File: src/rtl/wb_master_arbiter.sv
// N-master to 1-slave Wishbone B3 arbiter with fixed-priority or round-robin
// selection, whole-CYC ownership and a stalled-strobe watchdog.
module wb_master_arbiter #(
    parameter int NUM_MASTERS    = 2,
    parameter int ADDRESS_WIDTH  = 32,
    parameter int DATA_WIDTH     = 32,
    parameter int ARB_MODE       = 0,
    parameter int TIMEOUT_CYCLES = 255
) (
    input  logic                                  clk_i,
    input  logic                                  rst_i,
    input  logic [NUM_MASTERS*ADDRESS_WIDTH-1:0]  m_adr_i,
    input  logic [NUM_MASTERS*DATA_WIDTH-1:0]     m_dat_i,
    input  logic [NUM_MASTERS*(DATA_WIDTH/8)-1:0] m_sel_i,
    input  logic [NUM_MASTERS-1:0]                m_we_i,
    input  logic [NUM_MASTERS-1:0]                m_cyc_i,
    input  logic [NUM_MASTERS-1:0]                m_stb_i,
    input  logic [3*NUM_MASTERS-1:0]              m_cti_i,
    input  logic [2*NUM_MASTERS-1:0]              m_bte_i,
    output logic [DATA_WIDTH-1:0]                 m_dat_o,
    output logic [NUM_MASTERS-1:0]                m_ack_o,
    output logic [NUM_MASTERS-1:0]                m_err_o,
    output logic [NUM_MASTERS-1:0]                m_rty_o,
    output logic [ADDRESS_WIDTH-1:0]              s_adr_o,
    output logic [DATA_WIDTH-1:0]                 s_dat_o,
    output logic [DATA_WIDTH/8-1:0]               s_sel_o,
    output logic                                  s_we_o,
    output logic                                  s_cyc_o,
    output logic                                  s_stb_o,
    output logic [2:0]                            s_cti_o,
    output logic [1:0]                            s_bte_o,
    input  logic [DATA_WIDTH-1:0]                 s_dat_i,
    input  logic                                  s_ack_i,
    input  logic                                  s_err_i,
    input  logic                                  s_rty_i,
    output logic [NUM_MASTERS-1:0]                grant_o,
    output logic                                  timeout_o,
    output logic [1:0]                            dbg_state_o
);

    // Handshake: a beat is offered while CYC and STB are high and completes in the
    // cycle the slave raises ACK, ERR or RTY; CYC high alone keeps ownership.
    localparam int SW = DATA_WIDTH / 8;
    localparam int OW = (NUM_MASTERS > 1) ? $clog2(NUM_MASTERS) : 1;
    localparam int CW = (TIMEOUT_CYCLES > 0) ? $clog2(TIMEOUT_CYCLES + 1) : 1;
    localparam logic [OW-1:0] LAST_IDX  = OW'(NUM_MASTERS - 1);
    localparam logic [CW-1:0] CNT_LIMIT = CW'(TIMEOUT_CYCLES);
    localparam bit            WDOG_EN   = (TIMEOUT_CYCLES > 0);

    typedef enum logic [1:0] {
        S_IDLE  = 2'd0,
        S_OWN   = 2'd1,
        S_ABORT = 2'd2
    } state_t;

    state_t          r_state;
    state_t          w_state_nxt;
    logic [OW-1:0]   r_owner;
    logic [OW-1:0]   w_owner_nxt;
    logic [OW-1:0]   r_rr_ptr;
    logic [OW-1:0]   w_rr_nxt;
    logic [OW-1:0]   w_owner_inc;
    logic [OW-1:0]   w_winner;
    logic            w_found;
    int              w_scan_idx;
    logic [CW-1:0]   r_cnt;
    logic [CW-1:0]   w_cnt_nxt;
    logic            w_any_cyc;
    logic            w_stall;
    logic            w_limit;

    logic [ADDRESS_WIDTH-1:0] w_own_adr;
    logic [DATA_WIDTH-1:0]    w_own_dat;
    logic [SW-1:0]            w_own_sel;
    logic                     w_own_we;
    logic                     w_own_cyc;
    logic                     w_own_stb;
    logic [2:0]               w_own_cti;
    logic [1:0]               w_own_bte;

    // Request mux selected by the registered owner.
    always_comb begin
        w_own_adr = '0;
        w_own_dat = '0;
        w_own_sel = '0;
        w_own_we  = 1'b0;
        w_own_cyc = 1'b0;
        w_own_stb = 1'b0;
        w_own_cti = '0;
        w_own_bte = '0;
        for (int k = 0; k < NUM_MASTERS; k++) begin
            if (r_owner == OW'(k)) begin
                w_own_adr = m_adr_i[k*ADDRESS_WIDTH +: ADDRESS_WIDTH];
                w_own_dat = m_dat_i[k*DATA_WIDTH +: DATA_WIDTH];
                w_own_sel = m_sel_i[k*SW +: SW];
                w_own_we  = m_we_i[k];
                w_own_cyc = m_cyc_i[k];
                w_own_stb = m_stb_i[k];
                w_own_cti = m_cti_i[k*3 +: 3];
                w_own_bte = m_bte_i[k*2 +: 2];
            end
        end
    end

    // Winner scan starts at the rr pointer in round-robin mode, at 0 otherwise.
    always_comb begin
        w_winner   = '0;
        w_found    = 1'b0;
        w_scan_idx = 0;
        for (int i = 0; i < NUM_MASTERS; i++) begin
            w_scan_idx = i + ((ARB_MODE == 1) ? int'(r_rr_ptr) : 0);
            if (w_scan_idx >= NUM_MASTERS) begin
                w_scan_idx = w_scan_idx - NUM_MASTERS;
            end
            for (int j = 0; j < NUM_MASTERS; j++) begin
                if (!w_found && (j == w_scan_idx) && m_cyc_i[j]) begin
                    w_found  = 1'b1;
                    w_winner = OW'(j);
                end
            end
        end
    end

    assign w_any_cyc   = |m_cyc_i;
    assign w_owner_inc = (r_owner == LAST_IDX) ? '0 : r_owner + 1'b1;
    assign w_stall     = w_own_stb & ~(s_ack_i | s_err_i | s_rty_i);
    assign w_limit     = (r_cnt == CNT_LIMIT);

    always_ff @(posedge clk_i or posedge rst_i) begin
        if (rst_i) begin
            r_state <= S_IDLE;
        end else begin
            r_state <= w_state_nxt;
        end
    end

    always_comb begin
        w_state_nxt = r_state;
        w_owner_nxt = r_owner;
        w_rr_nxt    = r_rr_ptr;
        w_cnt_nxt   = '0;
        case (r_state)
            S_IDLE: begin
                if (w_any_cyc) begin
                    w_state_nxt = S_OWN;
                    w_owner_nxt = w_winner;
                end
            end
            S_OWN: begin
                // A dropped CYC or a termination always beats the watchdog.
                if (!w_own_cyc) begin
                    w_state_nxt = S_IDLE;
                    w_rr_nxt    = w_owner_inc;
                end else if (WDOG_EN && w_stall) begin
                    if (w_limit) begin
                        w_state_nxt = S_ABORT;
                    end else begin
                        w_cnt_nxt = r_cnt + 1'b1;
                    end
                end
            end
            S_ABORT: begin
                if (w_own_cyc) begin
                    w_state_nxt = S_OWN;
                end else begin
                    w_state_nxt = S_IDLE;
                    w_rr_nxt    = w_owner_inc;
                end
            end
            default: w_state_nxt = S_IDLE;
        endcase
    end

    always_ff @(posedge clk_i or posedge rst_i) begin
        if (rst_i) begin
            r_owner  <= '0;
            r_rr_ptr <= '0;
            r_cnt    <= '0;
        end else begin
            r_owner  <= w_owner_nxt;
            r_rr_ptr <= w_rr_nxt;
            r_cnt    <= w_cnt_nxt;
        end
    end

    always_comb begin
        s_adr_o   = '0;
        s_dat_o   = '0;
        s_sel_o   = '0;
        s_we_o    = 1'b0;
        s_cyc_o   = 1'b0;
        s_stb_o   = 1'b0;
        s_cti_o   = '0;
        s_bte_o   = '0;
        m_ack_o   = '0;
        m_err_o   = '0;
        m_rty_o   = '0;
        grant_o   = '0;
        timeout_o = 1'b0;
        case (r_state)
            S_OWN: begin
                s_adr_o = w_own_adr;
                s_dat_o = w_own_dat;
                s_sel_o = w_own_sel;
                s_we_o  = w_own_we;
                s_cyc_o = w_own_cyc;
                s_stb_o = w_own_stb;
                s_cti_o = w_own_cti;
                s_bte_o = w_own_bte;
                for (int k = 0; k < NUM_MASTERS; k++) begin
                    if (r_owner == OW'(k)) begin
                        m_ack_o[k] = s_ack_i;
                        m_err_o[k] = s_err_i;
                        m_rty_o[k] = s_rty_i;
                        grant_o[k] = 1'b1;
                    end
                end
            end
            S_ABORT: begin
                timeout_o = 1'b1;
                for (int k = 0; k < NUM_MASTERS; k++) begin
                    if (r_owner == OW'(k)) begin
                        m_err_o[k] = 1'b1;
                        grant_o[k] = 1'b1;
                    end
                end
            end
            default: ;
        endcase
    end

    assign m_dat_o     = s_dat_i;
    assign dbg_state_o = r_state;

endmodule

File: config.mk
export PLATFORM = sky130hd
export DESIGN_NAME = wb_master_arbiter
export DESIGN_NICKNAME = d
export VERILOG_FILES = /design/src/rtl/wb_master_arbiter.sv
export SDC_FILE = /design/constraint.sdc
export NUM_CORES = 1
export LEC_CHECK = 0
export BUFFER_PORTS_ARGS = -buffer_cell sky130_fd_sc_hd__clkbuf_2
export CAP_MARGIN = 20
export CORE_AREA = 2 2 118 120
export CTS_CLUSTER_SIZE = 20
export DETAILED_ROUTE_END_ITERATION = 10
export DIE_AREA = 0 0 120 122
export GPL_ROUTABILITY_DRIVEN = 0
export PLACE_DENSITY = 0.55
export SYNTH_ARGS = -nofsm -noshare
export SYNTH_HDL_FRONTEND = slang
export SYNTH_SLANG_ARGS = --single-unit
File: constraint.sdc
create_clock -name clk_i -period 4.3 [get_ports clk_i]
set_input_delay 0.43 -clock clk_i [delete_from_list [all_inputs] [get_ports clk_i]]
set_output_delay 0.43 -clock clk_i [all_outputs]
set_load 0.03 [all_outputs]
==> results.md <==
- Run status: completed
- Worst rel slew slack: between 30% and 40%
- CP Cell Sequence: inv_1, ha_2, buf_4, nor2b_1, clkbuf_2
- Simple-gate share of the synthesized area: between 30% and 40%
- Total overflow reported by the global router: 0
- Area of the mapped netlist: 2203 µm²
- Antenna Violating Nets Remaining: 0
- Largest family of logic cells by synthesized area: multiplexers
- Capture point of the worst reg-to-reg path: dbg_state_o[0]
- Fraction of the cycle the final worst path needs: between 60% and 70%
- FF+latch count, synth: 11
- Met3 Use GR: 1.592%
- Post-synthesis net count: between 400 and 500
- Clock latency on the worst-skew pair: 240 ps
- MaxCap Viol Count: 0
- Netlist cell types: 29
- Total wire length after detailed routing: roughly 8600 µm
- Via total after detailed routing: about 2500
- FF/Latch Area: 279.0 µm²
- Die boundary width: 120 µm
- Critical path's largest stage delay: 660 ps
- Fin area: around 3400 µm²
- Largest fanout on the critical path: 48
- Met2 layer usage reported by global route: between 15 and 20%
- Req. time, crit path: roughly 3900 ps
- Synthesized area divided by synthesized cell count: 8.071 µm²
- Post-CTS setup buffer count: 0
- Vert. Die Dim: 122 µm
- Number of hold-slack violations in the final timing report: 0
- Wire length of the first global-routing pass: roughly 12000 µm
- Power per standard cell area: approximately 630 nW/µm²
- Area grow syn2layout: 56.22%
- Cts bufs inserted: 3
- Arithmetic-cell share of the synthesized area counting full adders, half adders and majority gates: 2.839%
- Grt met1 use: roughly 14%
- R2R setup slack: approximately 1900 ps
- Combined global-route utilization of all metal layers: 10.40%
- Crit path buf inv count: 3
- # nets final: around 670
- Clock Pin Slew Worst Setup and Hold Paths: roughly 40 ps
- Worst clock skew: around 3.1 ps
- Number of antenna violations at the first check in global routing: 0
- Starting density of the core: about 16%
- Number of buffers inserted by port buffering: around 240
- Unrepaired setup endpoints after global routing: false
- Synth Instances: 273
- Final routed DRC violation total: 0
- Final max-slew violation count: 0
- Worst Max-Slew Pin Slew: between 900 and 1000 ps
- Layout cells sized above 1: a little over half
- Busiest grt layer: met2
- Sinks on Clock Net: 11
- Combined area of the multi-input logic cells: around 1600 µm²
- TritonCTS clock tree: built
- Setup violators final: 0
- Fraction of synthesized cell area in xor and xnor cells: roughly 2.4%
- Count of synthesis-stage warnings from yosys: 0
- Violation count after the first detailed-route iteration: between 70 and 80
- Worst path arrival time: ~2300 ps
- Category of cells accounting for the largest share of critical-path delay: buffers and inverters
- TritonRoute pass-1 iters: 4
- Root buffer cell: sky130_fd_sc_hd__clkbuf_16
- Die ar.: between 10000 and 15000 µm²
- Resized cells post-CTS: 0
- # diodes: 0
- Highest ir drop seen on vdd: 0.3320 mV
- Mux share of post-synthesis cell area: between 30% and 40%
- Total number of H-tree levels: 1
- Maximum clock insertion buffer count: 2
- Vias in the first global route: 2277
- Share of the synthesized area in compound gates (AO/OA/AOI/OAI): 2.328%
- Total leakage power: between 0.0015 and 0.002 µW
- Final worst path period need: ~2700 ps
- Post-DP Area: ~3400 µm²
- Top achievable clock speed: 367.7 MHz
- Io pins: 308
- Pin count of the biggest net entering global routing: 57
- Average detailed-routed wire length per instance: between 10 and 15 µm
- Fill cell instance count of the final layout: between 1500 and 2000
- Class of the most critical hold timing path: input port to asynchronous set/reset pin
- CP Class: flip-flop to output pin
- Kind of start point of the critical path: flip-flop
- Worst setup EP type: output pin
- Post-DP HPWL: around 7200 µm
- Library cell contributing the largest single delay on the critical path: sky130_fd_sc_hd__ha_2
- Total of hold buffers inserted after clock tree synthesis: 0
- Number of rows created at floorplan: 43
- Sequential area share after synthesis: between 10% and 20%
- Path depth of the worst reg2reg path: 4
- Post-Route Setup TNS: 0 ps
- R2r startpoint: r_owner
- Vias per Instance: ~3.8
- Area of the core region: roughly 14000 µm²
==> layout make-up <==
cell class / count / share of cell area, %
clock buffer: 4 / 2.290
inverter: 4 / 0.4362
multi-input combinational: 208 / 46.42
sequential: 11 / 8.106
tap: 180 / 6.543
timing repair buffer: 247 / 36.21
==> flip-flops by register name, summed over array words and instances (netlist names) <==
register	cells
dbg_state_o	2
r_owner	1
r_cnt	8
==> synth_stat cells <==
| library cell | instances | area share (%) |
|---|---|---|
| sky130_fd_sc_hd__a221o_1 | 1 | 0.45 |
| sky130_fd_sc_hd__xor2_1 | 2 | 0.80 |
| sky130_fd_sc_hd__or4_4 | 1 | 0.51 |
| sky130_fd_sc_hd__nor2b_1 | 79 | 22 |
| sky130_fd_sc_hd__nor3_1 | 1 | 0.23 |
| sky130_fd_sc_hd__buf_1 | 1 | 0.17 |
| sky130_fd_sc_hd__clkbuf_1 | 9 | 1.5 |
| sky130_fd_sc_hd__nand4_1 | 1 | 0.28 |
| sky130_fd_sc_hd__buf_2 | 8 | 1.8 |
| sky130_fd_sc_hd__inv_1 | 4 | 0.68 |
| sky130_fd_sc_hd__or4_1 | 1 | 0.34 |
| sky130_fd_sc_hd__nand2b_1 | 1 | 0.28 |
| sky130_fd_sc_hd__dfrtp_1 | 11 | 12 |
| sky130_fd_sc_hd__and3_2 | 1 | 0.34 |
| sky130_fd_sc_hd__mux2i_1 | 76 | 35 |
| sky130_fd_sc_hd__ha_1 | 5 | 2.8 |
| sky130_fd_sc_hd__nor2_1 | 12 | 2.0 |
| sky130_fd_sc_hd__a21oi_1 | 4 | 0.91 |
| sky130_fd_sc_hd__o22ai_1 | 1 | 0.28 |
| sky130_fd_sc_hd__buf_4 | 32 | 11 |
| sky130_fd_sc_hd__and2_1 | 2 | 0.57 |
| sky130_fd_sc_hd__xnor2_1 | 4 | 1.6 |
| sky130_fd_sc_hd__and3_1 | 1 | 0.28 |
| sky130_fd_sc_hd__nand3_1 | 4 | 0.91 |
| sky130_fd_sc_hd__nand2_1 | 5 | 0.85 |
| sky130_fd_sc_hd__o21ai_0 | 3 | 0.68 |
| sky130_fd_sc_hd__or3_4 | 1 | 0.51 |
| sky130_fd_sc_hd__nor3b_1 | 1 | 0.34 |
| sky130_fd_sc_hd__nor4b_1 | 1 | 0.40 |
==> metrics by stage <==
stage	instances	total power, µW	util (%)	hold WS (ps)	worst slack, ps
final	654	2165	25.49	173.4	1580
after global routing	654	2304	25.49	226.7	1362
after global placement	650	2011	24.91	439.7	1859
after floorplan	273	1565	-	282.4	1903
after detailed placement	650	2009	24.91	453.0	1823
after CTS	654	2187	25.49	198.8	1559
==> cell usage in the layout, fill, tap and decap left out, drive strengths merged <==
cell type and instances:
a21oi 4, a221o 1, and2 2, and3 2
buf 4, clkbuf 247, dfrtp 11, ha 5
inv 4, mux2i 76, nand2 5, nand2b 1
nand3 4, nand4 1, nor2 12, nor2b 79
nor3 1, nor3b 1, nor4b 1, o21ai 3
o22ai 1, or3 1, or4 2, xnor2 4
xor2 2
==> power by group <==
| group | switching (µW) | internal, µW | leakage [µW] |
|---|---|---|---|
| clock network | 47.0 | 125 | 0.0000382 |
| registers | 132 | 115 | 0.000149 |
| logic | 1090 | 659 | 0.00173 |
| total | 1270 | 899 | 0.00192 |
==> worst max-delay path by stage <==
stage,from,end,slack [ps],depth (start not counted)
after CTS,dbg_state_o[1],s_adr_o[20],1560,5
after floorplan,dbg_state_o[0],m_err_o[0],1900,4
after detailed placement,dbg_state_o[1],s_adr_o[20],1820,5
after global placement,dbg_state_o[1],r_cnt[3],1860,6
after global routing,dbg_state_o[1],s_adr_o[10],1360,5
final,dbg_state_o[1],s_adr_o[20],1580,5
==> cells by family (layout without fill, tap and decap cells) <==
group | after synthesis | in the layout
simple gates | 112 | 112
xor+xnor | 6 | 6
mux | 76 | 76
compound gates | 9 | 9
fa+ha+maj | 5 | 5
buf+inv | 54 | 255
flops | 11 | 11
==> worst reg2reg max path: stages, from the launching register on <==
cell,delay [ps]
sky130_fd_sc_hd__dfrtp_4,1040
sky130_fd_sc_hd__mux2i_1,300
sky130_fd_sc_hd__or4_4,590
sky130_fd_sc_hd__a221o_1,350
sky130_fd_sc_hd__o21ai_0,70
==> per-layer routing <==
metal	part of all wire, %	wire, µm
met5	0	0
met4	2.2	188
met3	6.5	562
met2	47	3996
met1	45	3842
Note: power is estimated with default switching activity, not from simulation.
